File: src/rtl/meter_pkg.sv
// Shared types and sample widths for the meter sequencing datapath.
package meter_pkg;

  typedef enum logic [2:0] {
    IDLE,
    START,
    WAIT_DONE,
    ACCUM,
    PUBLISH
  } state_t;

  localparam int V_W = 22;
  localparam int I_W = 22;
  localparam int P_W = 36;

endpackage

File: src/rtl/meter_sequencer_tick_gen.sv
// Free-running sample-rate divider; held at zero while sampling is disabled.
module tick_gen #(
  parameter int SAMPLE_DIV = 1000
) (
  input  logic clk,
  input  logic rst,
  input  logic enable,
  output logic tick
);

  localparam int CNT_W = $clog2(SAMPLE_DIV);

  logic [CNT_W-1:0] cnt;

  assign tick = enable && (cnt == CNT_W'(SAMPLE_DIV - 1));

  always_ff @(posedge clk or negedge rst) begin
    if (!rst) begin
      cnt <= '0;
    end else if (!enable || tick) begin
      cnt <= '0;
    end else begin
      cnt <= cnt + 1'b1;
    end
  end

endmodule

File: src/rtl/meter_sequencer.sv
// Schedules meter conversions at a fixed rate, block-averages the samples
// and integrates block power into a wrapping energy accumulator.
module meter_sequencer
  import meter_pkg::*;
#(
  parameter int SAMPLE_DIV    = 1000,
  parameter int LOG2_N        = 4,
  parameter int START_TIMEOUT = 16,
  parameter int BUSY_TIMEOUT  = 4096,
  parameter int ENERGY_W      = 48
) (
  input  logic                       clk,
  input  logic                       rst,
  input  logic                       enable,
  input  logic                       clr_energy,
  output logic                       meter_start,
  input  logic                       meter_busy,
  input  logic signed [V_W-1:0]      meter_data_v,
  input  logic signed [I_W-1:0]      meter_data_i,
  input  logic signed [P_W-1:0]      meter_data_p,
  output logic signed [V_W-1:0]      avg_v,
  output logic signed [I_W-1:0]      avg_i,
  output logic signed [P_W-1:0]      avg_p,
  output logic signed [ENERGY_W-1:0] energy,
  output logic                       result_valid,
  output logic                       overrun,
  output logic                       err_timeout,
  output logic                       energy_ovf
);

  localparam int SV_W    = V_W + LOG2_N;
  localparam int SI_W    = I_W + LOG2_N;
  localparam int SP_W    = P_W + LOG2_N;
  localparam int TMO_MAX = (START_TIMEOUT > BUSY_TIMEOUT) ? START_TIMEOUT : BUSY_TIMEOUT;
  localparam int TMO_W   = $clog2(TMO_MAX + 1);
  localparam logic [LOG2_N:0] LAST_CNT = (LOG2_N + 1)'((1 << LOG2_N) - 1);

  // Mean of a block: arithmetic shift, so rounding is toward -inf.
  function automatic logic signed [SP_W-1:0] block_mean(input logic signed [SP_W-1:0] s);
    return s >>> LOG2_N;
  endfunction

  function automatic logic add_wraps(input logic a_msb, input logic b_msb, input logic r_msb);
    return (a_msb == b_msb) && (r_msb != a_msb);
  endfunction

  state_t                     state;
  logic                       tick;
  logic                       enable_d;
  logic [TMO_W-1:0]           tmo_cnt;
  logic [LOG2_N:0]            sample_cnt;
  logic signed [SV_W-1:0]     sum_v, sum_v_nx;
  logic signed [SI_W-1:0]     sum_i, sum_i_nx;
  logic signed [SP_W-1:0]     sum_p, sum_p_nx;
  logic signed [ENERGY_W-1:0] energy_base, energy_add, energy_nx;
  logic                       energy_wrap;
  logic                       last_sample;

  tick_gen #(.SAMPLE_DIV(SAMPLE_DIV)) u_tick_gen (
    .clk    (clk),
    .rst    (rst),
    .enable (enable),
    .tick   (tick)
  );

  always_comb begin
    sum_v_nx    = sum_v + SV_W'(meter_data_v);
    sum_i_nx    = sum_i + SI_W'(meter_data_i);
    sum_p_nx    = sum_p + SP_W'(meter_data_p);
    last_sample = (sample_cnt == LAST_CNT);
    // A clear landing on the publish update wins first, then the block is added.
    energy_base = clr_energy ? '0 : energy;
    energy_add  = ENERGY_W'(sum_p_nx);
    energy_nx   = energy_base + energy_add;
    energy_wrap = add_wraps(energy_base[ENERGY_W-1], energy_add[ENERGY_W-1],
                            energy_nx[ENERGY_W-1]);
  end

  always_ff @(posedge clk or negedge rst) begin
    if (!rst) begin
      state        <= IDLE;
      enable_d     <= 1'b0;
      tmo_cnt      <= '0;
      sample_cnt   <= '0;
      sum_v        <= '0;
      sum_i        <= '0;
      sum_p        <= '0;
      meter_start  <= 1'b0;
      avg_v        <= '0;
      avg_i        <= '0;
      avg_p        <= '0;
      energy       <= '0;
      result_valid <= 1'b0;
      overrun      <= 1'b0;
      err_timeout  <= 1'b0;
      energy_ovf   <= 1'b0;
    end else begin
      enable_d     <= enable;
      result_valid <= 1'b0;
      if (enable && !enable_d) begin
        overrun     <= 1'b0;
        err_timeout <= 1'b0;
      end
      if (tick && (state != IDLE)) begin
        overrun <= 1'b1;
      end
      if (clr_energy) begin
        energy     <= '0;
        energy_ovf <= 1'b0;
      end
      case (state)
        IDLE: begin
          tmo_cnt <= '0;
          if (!enable) begin
            sum_v      <= '0;
            sum_i      <= '0;
            sum_p      <= '0;
            sample_cnt <= '0;
          end
          if (tick) begin
            state       <= START;
            meter_start <= 1'b1;
          end
        end
        START: begin
          if (meter_busy) begin
            state       <= WAIT_DONE;
            meter_start <= 1'b0;
            tmo_cnt     <= '0;
          end else if (tmo_cnt == TMO_W'(START_TIMEOUT - 1)) begin
            state       <= IDLE;
            meter_start <= 1'b0;
            err_timeout <= 1'b1;
          end else begin
            tmo_cnt <= tmo_cnt + 1'b1;
          end
        end
        WAIT_DONE: begin
          if (!meter_busy) begin
            state <= ACCUM;
          end else if (tmo_cnt == TMO_W'(BUSY_TIMEOUT - 1)) begin
            state       <= IDLE;
            err_timeout <= 1'b1;
          end else begin
            tmo_cnt <= tmo_cnt + 1'b1;
          end
        end
        ACCUM: begin
          sum_v      <= sum_v_nx;
          sum_i      <= sum_i_nx;
          sum_p      <= sum_p_nx;
          sample_cnt <= sample_cnt + 1'b1;
          state      <= IDLE;
          // Outputs are registered here so they appear alongside result_valid in PUBLISH.
          if (last_sample) begin
            avg_v        <= V_W'(block_mean(SP_W'(sum_v_nx)));
            avg_i        <= I_W'(block_mean(SP_W'(sum_i_nx)));
            avg_p        <= P_W'(block_mean(sum_p_nx));
            energy       <= energy_nx;
            energy_ovf   <= (energy_ovf && !clr_energy) || energy_wrap;
            result_valid <= 1'b1;
            state        <= PUBLISH;
          end
        end
        PUBLISH: begin
          sum_v      <= '0;
          sum_i      <= '0;
          sum_p      <= '0;
          sample_cnt <= '0;
          state      <= IDLE;
        end
        default: state <= IDLE;
      endcase
    end
  end

endmodule
File: config.mk
export PLATFORM = sky130hd
export DESIGN_NAME = meter_sequencer
export DESIGN_NICKNAME = d
export VERILOG_FILES = /design/src/rtl/meter_pkg.sv /design/src/rtl/meter_sequencer_tick_gen.sv /design/src/rtl/meter_sequencer.sv
export SDC_FILE = /design/constraint.sdc
export NUM_CORES = 1
export LEC_CHECK = 0
export ABC_AREA = 1
export BUFFER_PORTS_ARGS = -buffer_cell sky130_fd_sc_hd__buf_2
export CAP_MARGIN = 20
export CORE_AREA = 2 2 121 240
export DETAILED_ROUTE_END_ITERATION = 8
export DIE_AREA = 0 0 123 242
export PLACE_DENSITY = 0.87
export SLEW_MARGIN = 40
export SYNTH_ARGS = -nofsm -noshare
export SYNTH_HDL_FRONTEND = slang
export SYNTH_SLANG_ARGS = --single-unit
export TNS_END_PERCENT = 20
File: constraint.sdc
create_clock -name clk -period 6.8 [get_ports clk]
set_input_delay 1.36 -clock clk [delete_from_list [all_inputs] [get_ports clk]]
set_output_delay 1.36 -clock clk [all_outputs]
set_load 0.1 [all_outputs]
After elaboration in Yosys (flattened, before gate mapping)
Index checks and enable logic that the tools add are counted.

Flip-flop bits (word level): 257. Bits in latches: 0. Memory bits (writable): 0. Bits in read-only memories: 0. Logic and storage cells: 102. Memories kept: 0.

$add $sub $neg: 7. $mul: 0. Div/mod/pow operators: 0. Order comparisons: 0. Equal/unequal tests: 17. Shifts and indexed selects: 0. Mux-type cells: 40. Bitwise gates (word level): 0. Reduce and logical (&&, ||, !) cells: 21.

Operators with widths (count): $pmux W26 S3 (2); $mux W48 (3); $pmux W40 S3 (1); $add A26 B22 Y26 (2); $mux W13 (4); $add A48 B40 Y48 (1); $add A40 B36 Y40 (1); $mux W40 (1); $pmux W13 S3 (1); $mux W26 (1); $mux W3 (6); $mux W1 (15); $pmux W5 S3 (1); $add A13 B1 Y13 const B (1); $eq A13 B12 Y1 const B (1); $eq A13 B4 Y1 const B (1); $pmux W3 S4 (1); $add A10 B1 Y10 const B (1); $eq A10 B10 Y1 const B (1); $mux W10 (1); $ne A3 B3 Y1 const B (3); $reduce_bool A3 Y1 (3); $ne A2 B2 Y1 const B (4); $eq A3 B2 Y1 const B (2); other kinds (16) (27).

Longest topological paths before layout
Word-level depth: 7. Gate-level depth with buffers: 31. Depth with buffers taken out: 31.

Modules after synthesis
From an unflattened synthesis, not the netlist that was laid out.

Cell total of the unflattened synthesis: 2341. Area total of the unflattened synthesis: 17641.9 um2.

By module, submodules not included: meter_sequencer (times used 1, cells each 2272, area each 17103.9 um2, seq. area each 6180.9 um2); tick_gen (times used 1, cells each 69, area each 538.0 um2, seq. area each 250.2 um2).

Least setup slack after synthesis
OpenSTA, ideal clock, no wires.

Kind: input-to-reg. Start point: input port meter_data_p[0]. End point: register energy[45]. Arrival: 4.958 ns. Data required time: 6.683 ns. Slack: 1.725 ns. Stages: 30. Buffers on the path: 0. Cell sequence: ha_1 -> fa_1 -> nand3_1 -> nand2_1 -> nand2_1 -> nand2_1 -> a21oi_2 -> o21ai_2 -> a21oi_2 -> o21ai_2 -> nand2_1 -> nand2_1 -> nand2_1 -> nand3b_1 -> and2_1 -> ha_1 -> nand2_1 -> nor2_1 -> inv_1 -> nor4_1 -> nand3_1 -> nand3_1 -> a21o_1 -> nand2_1 -> nand2_1 -> nand2_1 -> nand2_1 -> nand2_1 -> nand3_1 -> nand2_1.

Word-level cells in the longest chain between the ends: 4.

RTL lines: from (decl) (RTL line meter_sequencer.sv:20) `input logic signed [P_W-1:0] meter_data_p,`; $add A40 B36 Y40 (RTL line meter_sequencer.sv:69) `sum_p_nx = sum_p + SP_W'(meter_data_p);`; net sum_p_nx[32] (RTL line meter_sequencer.sv:54) `logic signed [SP_W-1:0] sum_p, sum_p_nx;`; $add A48 B40 Y48 (RTL line meter_sequencer.sv:74) `energy_nx = energy_base + energy_add;`; $mux W48 (RTL line meter_sequencer.sv:155) `if (last_sample) begin`; $mux W48 (RTL line meter_sequencer.sv:111) `case (state)`; to (signal assigned) (RTL line meter_sequencer.sv:159) `energy <= energy_nx;`; to (decl) (RTL line meter_sequencer.sv:24) `output logic signed [ENERGY_W-1:0] energy,`.

The timed path passes the listed nets, and every way through them passes these cells. A chain may end at the register's enable or synchronous reset.

Worst setup path in the final report
Start point: input port meter_data_p[2]. End point: register energy[44].

Same word-level chain as after synthesis.

==> qor.txt <==
Vias = 17.7k
CTS Hold Bufs = 0
Skew final = 0.0125 ns
Achievable Freq = 172 MHz
Tightest Pin Transition = 0.892 ns
Endpoint class of the critical path = flip-flop
Combinational cell fraction of total power = 56.6%
Fin. max-slew vios = 0
Die W = 123 um
DP HPWL = 45000 um
Post-synth EDFFs = 0
Final setup violation count = 0
Synth warn = 0
Seq/Total Area, Yosys = 36.4%
Root Driver = clkbuf_16
Syn avg cell area = 7.47 sq um
Slew HR = 40.1%
Clock Pin Slew Worst Setup and Hold Paths = 0.07 ns
Share of layout cells above drive strength 1 = 13.5%
Bufs on Longest Clock Path = 3
Mux contribution to synthesized area = 0%
H-tree depth = 1
Async SR Flop Fraction = 100%
GP Congestion = 1.06
Via density per instance = 6.00
Total power = 7.58 mW
Wirelength per Cell = 20.6 um
Min Tclk post-route = 5.80 ns
Slowest cell on the critical path = a21oi_1
# port buffers = 217
Post-CTS sizing = 0
Status = completed
Final period util = 85.3%
MaxCap Viol Count = 0
Pre-CTS setup slack = 0.676 ns
Largest net degree at the start of global routing = 102
Nets = 2794
Final worst slack = 0.997 ns
P&R area growth vs syn = 13.1%
Largest family of logic cells by synthesized area = simple AND/OR/NAND/NOR gates
Fillers = 2312
# Post-CTS Setup Buffers = 0
Routed wire length = 60800 um
Critical path arrival = 6.30 ns
Starting Density = 62.9%
Clock share of power = 17.8%
CP max stage delay = 0.59 ns
Area share of the largest cell type after synthesis = 36.4%
Post-Synthesis Cell Area = 17700 sq um
Top post-synthesis cells by area = dfrtp_1, nand2_1, ha_1
DIE AREA = 29800 sq um
Initial antenna violation count = 8
Clock latency on the worst-skew pair = 0.56 ns
Sequential share of power = 25.6%
Die Ht = 242 um
Int Pwr = 3.83 mW
Final hold vios = 0
WP data required = 7.30 ns
VDD IR-drop max = 0.301 mV
Sw frac = 49.6%
Psw = 3.76 mW
Residual DRC count = 0
Rows = 87
Initial drt markers = 1147
Drt first pass iters = 7
Unrepaired setup endpoints after global routing = false
Leak = 10.6 nW
Synth Area in Compound Gates = 17.5%
Worst setup path class = in -> reg
CP startpoint kind = input port
Syn nets = 2588
Synth area leader = dfrtp_1
Flop-to-flop setup slack = 1.42 ns
Power Density = 380 nW/um^2
Synth Area in XOR/XNOR = 4.40%
Cells after Synth = 2364
Total core area = 28100 sq um
Worst Path Max Fanout = 6
Most common cell after layout, fill and taps aside = nand2_1
Grt total ovfl = 0
Worst Hold Slack = 0.465 ns
TritonCTS clock tree = done
Vias in the first global route = 18.2k
Top FF cell, synth = dfrtp_1
TritonCTS Sinks = 257
Yosys reg bits = 257
Hold Path Class = reg -> reg
Io pins = 218
Most frequent cells in the layout = nand2_1, inv_1, dfrtp_1
CTS buffer count = 25
Unique masters post-synth = 56
Simple logic cell fraction of the synthesized area = 24.7%
First-pass GRT wire length = 94800 um
CP dominant cell by count = nand2_1
Setup_tns = 0 ns
Adder-cell share of the synthesized area = 10.0%
DRT antenna net count = 0
Gr usage total = 41.7%
cell type report:
class                   instances  area, sq um  area share [%]
diodes                          5         12.5          0.0626
multi-input cells            1778        10000            50.3
inverters                     274         1030            5.16
clock inverters                 4         27.5           0.138
well taps                     356          445            2.23
flip-flops and latches        257         6430            32.2
clock buffers                  39          728            3.64
repair buffers                234         1260            6.29
worst max-delay path, delay by kind of cell:
kind	cells	cell delay [ns]
and+or+nand+nor	12	1.16
xor gates and xnor gates	1	0.29
adders and majority gates	2	0.84
AOI/OAI and AO/OA	10	2.22
buffers and inverters	3	0.43
path summary, 6_finish.rpt:
check	to	depth (start not counted)	from
min	u_tick_gen.cnt[0]	1	u_tick_gen.cnt[0]
max reg2reg	energy[44]	27	sum_p[4]
max in group asynchronous	avg_v[14]	3	rst
min in group asynchronous	avg_p[2]	1	rst
max	energy[44]	28	meter_data_p[2]
min reg2reg	u_tick_gen.cnt[0]	1	u_tick_gen.cnt[0]
synth_stat cells (all sizes together) (4+ instances only):
| library cell | instances |
|---|---|
| a211oi | 5 |
| a21boi | 6 |
| a21o | 14 |
| a21oi | 169 |
| a22o | 26 |
| a31oi | 30 |
| a32o | 17 |
| buf | 6 |
| clkbuf | 49 |
| dfrtp | 257 |
| fa | 4 |
| ha | 135 |
| inv | 273 |
| nand2 | 614 |
| nand3 | 111 |
| nand3b | 5 |
| nand4 | 18 |
| nor2 | 198 |
| nor3 | 37 |
| nor3b | 5 |
| nor4 | 11 |
| o211ai | 6 |
| o21a | 11 |
| o21ai | 214 |
| o21bai | 7 |
| o22ai | 4 |
| o31ai | 4 |
| or2 | 23 |
| xnor2 | 32 |
| xor2 | 56 |
logic make-up (layout without fill, tap and decap cells):
family,after synthesis,after routing
DFF,257,257
adders and majority gates,139,139
AOI/OAI and AO/OA,525,525
and+or+nand+nor,1026,1026
buffers and inverters,329,551
xor gates and xnor gates,88,88
other,0,5
power groups by stage:
stage	combinational (mW)	clock, mW	sequential [mW]
finish	4.29	1.35	1.94
detailed placement	4.05	0	1.95
floorplan	2.76	0	1.97
CTS	4.08	1.36	1.93
global placement	3.97	0	1.94
global route	4.66	1.42	1.96
stage by stage:
stage / cell area (sq um) / cells / util (%)
CTS: 19900 / 2942 / 71.0
finish: 20000 / 2947 / 71.1
global route: 20000 / 2946 / 71.1
detailed placement: 19200 / 2899 / 68.3
global placement: 19100 / 2898 / 68.2
floorplan: 17700 / 2364 / -
sequential cells by signal, indices dropped and copies added, names as in the netlist:
name            count
sum_p              40
tmo_cnt            13
meter_start         1
avg_p              36
energy_ovf          1
sum_i              26
overrun             1
energy             48
sum_v              26
sample_cnt          5
err_timeout         1
enable_d            1
u_tick_gen.cnt     10
avg_i              22
result_valid        1
avg_v              22
state               3
layer usage:
layer / vias up / GRT usage (%) / part of all wire [%]
met2: 710 / 70.7 / 50
met4: 6 / 38.6 / 11
met1: 8327 / 38.1 / 31
li1: 8310 / - / -
met5: - / 0 / 0.071
met3: 325 / 12.9 / 8.0
(Power assumes the default switching activity.)
